$ cat src/rtl/cpu_control_fsm.sv
// cpu_control_fsm
//   Multi-cycle CPU sequencer: FETCH -> DECODE -> EXEC -> (MEM -> (WB)) -> FETCH.
//   All strobes are combinational from the current state and the live inputs.
//   A retired-instruction counter advances once per instruction, on the cycle
//   after the PC update.
//
// Ports
//   clk          in   clock, rising edge
//   reset        in   synchronous active-high reset
//   instr_type   in   [2:0] decoded class (ALU/STORE/LOAD/JCOND/BCOND/JAL)
//   cond_true    in   instruction condition satisfied by current flags
//   mem_ready    in   memory finished the current access this cycle
//   ir_en        out  load instruction register
//   pc_en        out  update PC (one pulse per instruction)
//   pc_src       out  [1:0] 00 PC+1, 01 PC+disp, 10 register target
//   mem_addr_sel out  0 = PC, 1 = register
//   mem_we       out  memory write strobe
//   reg_we       out  register file write enable
//   wb_sel       out  [1:0] 00 ALU, 01 memory, 10 PC+1 link
//   flags_en     out  latch ALU flags
//   state        out  [2:0] current state, debug
//   retired      out  [CNT_W-1:0] completed-instruction count
module cpu_control_fsm #(
    parameter int CNT_W = 16
) (
    input  logic             clk,
    input  logic             reset,
    input  logic [2:0]       instr_type,
    input  logic             cond_true,
    input  logic             mem_ready,
    output logic             ir_en,
    output logic             pc_en,
    output logic [1:0]       pc_src,
    output logic             mem_addr_sel,
    output logic             mem_we,
    output logic             reg_we,
    output logic [1:0]       wb_sel,
    output logic             flags_en,
    output logic [2:0]       state,
    output logic [CNT_W-1:0] retired
);

    typedef enum logic [2:0] {
        FETCH  = 3'd0,
        DECODE = 3'd1,
        EXEC   = 3'd2,
        MEM    = 3'd3,
        WB     = 3'd4
    } state_t;

    localparam logic [2:0] T_ALU   = 3'b000;
    localparam logic [2:0] T_STORE = 3'b001;
    localparam logic [2:0] T_LOAD  = 3'b010;
    localparam logic [2:0] T_JCOND = 3'b011;
    localparam logic [2:0] T_BCOND = 3'b100;
    localparam logic [2:0] T_JAL   = 3'b101;

    localparam logic [1:0] PC_INC = 2'b00;
    localparam logic [1:0] PC_BR  = 2'b01;
    localparam logic [1:0] PC_REG = 2'b10;

    localparam logic [1:0] WB_ALU  = 2'b00;
    localparam logic [1:0] WB_MEM  = 2'b01;
    localparam logic [1:0] WB_LINK = 2'b10;

    state_t cur_state, nxt_state;

    always_ff @(posedge clk) begin
        if (reset) begin
            cur_state <= FETCH;
            retired   <= '0;
        end else begin
            cur_state <= nxt_state;
            if (pc_en)
                retired <= retired + CNT_W'(1);
        end
    end

    always_comb begin
        nxt_state    = cur_state;
        ir_en        = 1'b0;
        pc_en        = 1'b0;
        pc_src       = PC_INC;
        mem_addr_sel = 1'b0;
        mem_we       = 1'b0;
        reg_we       = 1'b0;
        wb_sel       = WB_ALU;
        flags_en     = 1'b0;

        case (cur_state)
            FETCH: begin
                if (mem_ready) begin
                    ir_en     = 1'b1;
                    nxt_state = DECODE;
                end
            end

            // One settle cycle for the decoder; instr_type is not looked at.
            DECODE: nxt_state = EXEC;

            EXEC: begin
                nxt_state = FETCH;
                case (instr_type)
                    T_ALU: begin
                        reg_we   = 1'b1;
                        wb_sel   = WB_ALU;
                        flags_en = 1'b1;
                        pc_en    = 1'b1;
                    end
                    T_STORE, T_LOAD: nxt_state = MEM;
                    T_JCOND: begin
                        pc_en  = 1'b1;
                        pc_src = cond_true ? PC_REG : PC_INC;
                    end
                    T_BCOND: begin
                        pc_en  = 1'b1;
                        pc_src = cond_true ? PC_BR : PC_INC;
                    end
                    T_JAL: begin
                        reg_we = 1'b1;
                        wb_sel = WB_LINK;
                        pc_en  = 1'b1;
                        pc_src = PC_REG;
                    end
                    // Illegal classes retire as a NOP.
                    default: pc_en = 1'b1;
                endcase
            end

            MEM: begin
                mem_addr_sel = 1'b1;
                mem_we       = (instr_type == T_STORE);
                if (mem_ready) begin
                    if (instr_type == T_LOAD) begin
                        nxt_state = WB;
                    end else begin
                        // Store completes here; any other class seen in MEM
                        // is retired the same way so pc_en still pulses once.
                        pc_en     = 1'b1;
                        nxt_state = FETCH;
                    end
                end
            end

            WB: begin
                reg_we    = 1'b1;
                wb_sel    = WB_MEM;
                pc_en     = 1'b1;
                nxt_state = FETCH;
            end

            default: nxt_state = FETCH;
        endcase
    end

    assign state = cur_state;

endmodule
$ cat config.mk
export PLATFORM = sky130hd
export DESIGN_NAME = cpu_control_fsm
export DESIGN_NICKNAME = d
export VERILOG_FILES = /design/src/rtl/cpu_control_fsm.sv
export SDC_FILE = /design/constraint.sdc
export NUM_CORES = 1
export LEC_CHECK = 0
export BUFFER_PORTS_ARGS = -buffer_cell sky130_fd_sc_hd__buf_2
export CAP_MARGIN = 40
export CORE_MARGIN = 2
export CORE_UTILIZATION = 30
export DETAILED_ROUTE_END_ITERATION = 10
export PLACE_DENSITY_LB_ADDON = 0.15
export SLEW_MARGIN = 20
export SYNTH_ARGS = -nofsm -noshare
export SYNTH_HDL_FRONTEND = slang
export SYNTH_SLANG_ARGS = --single-unit
$ cat constraint.sdc
create_clock -name clk -period 2.12 [get_ports clk]
set_input_delay 0.106 -clock clk [delete_from_list [all_inputs] [get_ports clk]]
set_output_delay 0.106 -clock clk [all_outputs]
set_load 0.01 [all_outputs]
Yosys cells after proc, flatten, opt, wreduce, memory -nomap -nowiden
Index checks and enable logic that the tools add are counted.
{"block": "word_totals", "elab_cells": 42, "register_bits": 19, "input_bits": 7, "out_inout_bits": 29}
{"block": "classes", "n_reduce_logical": 5, "n_addsub": 1, "n_mux": 23, "eq_ne": 11}
{"cell": "$add A16 B1 Y16 const B", "n": 1}
{"cell": "$eq A3 B2 Y1 const B", "n": 4}
{"cell": "$pmux W3 S4", "n": 1}
{"cell": "$mux W1", "n": 11}
{"cell": "$eq A3 B3 Y1 const B", "n": 3}
{"cell": "$mux W3", "n": 3}
{"cell": "$mux W2", "n": 4}
{"cell": "$eq A3 B1 Y1 const B", "n": 2}
{"cell": "$logic_not A3 Y1", "n": 2}
{"cell": "$pmux W2 S3", "n": 1}
{"cell": "$ne A2 B2 Y1 const B", "n": 2}
{"cell": "$pmux W2 S2", "n": 1}
{"cell": "$reduce_or A2 Y1", "n": 2}
{"cell": "$pmux W1 S3", "n": 1}
{"cell": "$pmux W1 S2", "n": 1}
{"cell": "$reduce_and A2 Y1", "n": 1}

Depth between registers and ports, before layout
{"block": "logic_depth", "depth_word": 4, "depth_mapped": 7, "depth_no_buf": 5}

Worst setup path after synthesis
Ideal clock, no wire load.
{"block": "synth_timing", "kind": "register to register", "startpoint": "register cur_state[0] (netlist: state[0])", "endpoint": "register retired[11]", "path_buffers": 2, "path_stages_with_launch": 8, "period_less_slack_ns": 1.909, "slack_ns": 0.211, "arrival_ns": 1.787, "setup_ns": 0.121, "required_time_ns": 1.999, "cell_sequence": "dfxtp_1 -> buf_6 -> or4b_4 -> and4_4 -> buf_6 -> nor2_8 -> nor3_2 -> mux2_4"}
{"block": "synth_via", "elab_chain_cells": 2, "elab_cells_between_ends": 4, "cone_classes": "eq/ne: 3; mux: 1"}
{"item": "start: declaration", "line_no": "66", "source": "state_t cur_state, nxt_state;"}
{"item": "start signal: assignment", "line_no": "73", "source": "cur_state <= nxt_state;"}
{"item": "$eq A3 B3 Y1 / $eq A3 B2 Y1 (equally long branches)", "line_no": "90", "source": "case (cur_state)"}
{"item": "$pmux W1 S3 (*)", "line_no": "90"}
{"item": "end signal: assignment", "line_no": "75", "source": "retired <= retired + CNT_W'(1);"}
{"item": "end: declaration", "line_no": "40", "source": "output logic [CNT_W-1:0] retired"}
Every way passes the cells marked *; elsewhere a longest branch is shown, timed or not.
A chain may end at the register's enable or synchronous reset.

Final worst setup path
{"block": "layout_timing", "startpoint": "register cur_state[0] (netlist: state[0])", "endpoint": "output port pc_en"}
{"block": "layout_via", "elab_chain_cells": 2, "elab_cells_between_ends": 4, "cone_classes": "eq/ne: 3; mux: 1"}
{"item": "$eq A3 B3 Y1 / $eq A3 B2 Y1 (equally long branches)", "line_no": "90"}
{"item": "$pmux W1 S3 (*)", "line_no": "90"}
{"item": "end: declaration", "line_no": "32", "source": "output logic pc_en,"}
Marked as above.

==> metrics.txt <==
outcome finished clean; routed wire length 2710 microns; Antenna Cells 0; fmax 509 MHz; Iter 0 DRT Violations 47; number of global-route vias before repair 973; root buf cell clkbuf_8; combinational share of power 0.114; register bit total from synthesis 19; CTS tree built; first-pass GRT wire length 4590 microns; Post-Syn Instances 131; dominant cell type by area after synthesis dfxtp_1; Int Pwr 0.527 mW; WL/cell 12.9 microns; Slowest-stage cell, CP or4b_4; worst skew pair latency 0.25 ns; fill count 392; dpl hpwl 2030 microns; worst path cell trace or4b_4 -> and4_4 -> nor2_8 -> inv_1 -> buf_2; initial antenna violation count 0; Die H 65.4 microns; Final Hold Fails 0; Arr. time, crit path 1.86 ns; Startpoint Class register; EDFF count, synth 0; CTS Buf Count 3; Sink Count 19; buffer count from post-CTS setup fixing 0; Vias/cell 5.04; post-route ant nets 0; gpl congestion 0.789; P_sw 0.176 mW; HP Class input port to register; sequential area share after synthesis 0.336; Slew Limit Fails 0; Yosys cell types 46; Tightest Pin Transition 0.434 ns; # setup viols final 0; clk_skew 0.00340 ns; I/O pin cnt 36; Tcrit/Tclk final 0.927; core area 3630 sq um; CP max FO 11; sw frac 0.250; DR vias 1064; TritonRoute pass-1 iters 4; Clock Tree Buf Depth 2; unrepaired setup endpoints after global routing false; GRT overflow 0; LEAKAGE 0.593 nW; count leader, synth dfxtp_1; MaxCap Viol Count 0; TNS Setup 0 ns; P per Cell Area 511 nW/um^2; layout cells sized above 1 0.313; synth top area cells dfxtp_1 34%, nor2_1 4.6%, xor2_1 4.6%; # hold bufs at CTS 0; Final min period 1.96 ns; Post-Syn Area per Cell 8.64 sq um; Nets 172; crit-path max cell delay 0.59 ns; Setup CP Type register to primary output; clk slew on worst S/H paths 0.07 ns; Max transition margin 0.711; area delta synth->final 21.4%; Most used DFF post-synth dfxtp_1; Critical Path End Type primary output; Flop pwr share 0.529; final hold slack 0.180 ns; YS warnings 0; Async SR Flop Fraction 0; peak supply drop 0.228 mV; CTS HTree Levels 1; CTS resizes 0; Die Wd 65.4 microns; Clk pwr share 0.357; largest net degree at the start of global routing 21; Syn Std Cell Area 1130 sq um; Post-synth top cells 19 x dfxtp_1, 14 x nor2_1, 10 x nand2_1; Residual DRC 0; die area 4280 sq um; Req. time, crit path 2.01 ns; Mapped Nets 139; Synth top area share 0.336; Starting Density 0.312; Port-buffer cells 35; # rows 22; gr usage total 0.137
final timing paths:
kind	start	end	slack [ns]	depth (start not counted)
worst max register to register	state[1]	retired[12]	0.16	5
worst max-delay path	state[0]	pc_en	0.16	5
worst min register to register	retired[15]	retired[15]	0.48	2
worst min-delay path	mem_ready	state[2]	0.18	2
critical path: cells and delay by family (launching register included):
family | cells | cell delay, ns
AND/OR/NAND/NOR | 3 | 0.98
buffers and inverters | 2 | 0.18
flip-flops | 1 | 0.43
cell usage in the layout (no fill, tap or decap), types with 4 or more instances in the layout:
cell type and instances:
buf_2 35, o21ai_0 6, dfxtp_1 19, nand2_1 10
nor2b_1 4, and3_1 4, a21oi_1 6, nor2_1 14
inv_1 4, xnor2_1 4, xor2_1 6
logic make-up (layout without fill, tap and decap cells):
| logic type | after synthesis | count (layout) | synth area share |
|---|---|---|---|
| AND/OR/NAND/NOR | 59 | 59 | 0.323 |
| multiplexers | 3 | 3 | 0.0309 |
| XOR/XNOR | 10 | 10 | 0.0773 |
| buffers and inverters | 12 | 44 | 0.0597 |
| adder cells (fa/ha/maj) | 1 | 1 | 0.0110 |
| flip-flops | 19 | 19 | 0.336 |
| AO/OA/AOI/OAI | 27 | 27 | 0.162 |
state kept, by name, indices dropped and copies added, names as in the netlist:
name	cells
retired	16
state	3
layout make-up:
type	count	area [sq um]	area share
Multi-Input combinational cell	100	692	0.503
Sequential cell	19	380	0.277
Timing Repair Buffer	36	183	0.133
Tap cell	48	60.1	0.0437
Clock buffer	4	45.0	0.0328
Inverter	4	15.0	0.0109
power groups by stage:
stage / Combinational (mW) / Sequential [mW] / Clock [mW]
finish: 0.0801 / 0.372 / 0.251
CTS: 0.0800 / 0.371 / 0.263
detailed placement: 0.0795 / 0.379 / 0
global placement: 0.0788 / 0.379 / 0
floorplan: 0.0620 / 0.377 / 0
global route: 0.0899 / 0.373 / 0.277
through the flow:
stage,instance area [sq um],power (mW),util,worst slack [ns],instances
final,1380,0.703,0.378,0.155,211
after global routing,1380,0.740,0.378,0.0358,211
after CTS,1370,0.714,0.376,0.142,211
after detailed placement,1320,0.459,0.364,0.196,207
after global placement,1320,0.458,0.364,0.182,207
after floorplan,1130,0.439,-,0.211,131
per-layer routing:
layer | track usage | routed length, microns
met5 | 0 | 0
met4 | 0.0313 | 19
met3 | 0.0462 | 138
met2 | 0.207 | 1150
met1 | 0.187 | 1400
Note: power is estimated with default switching activity, not from simulation.
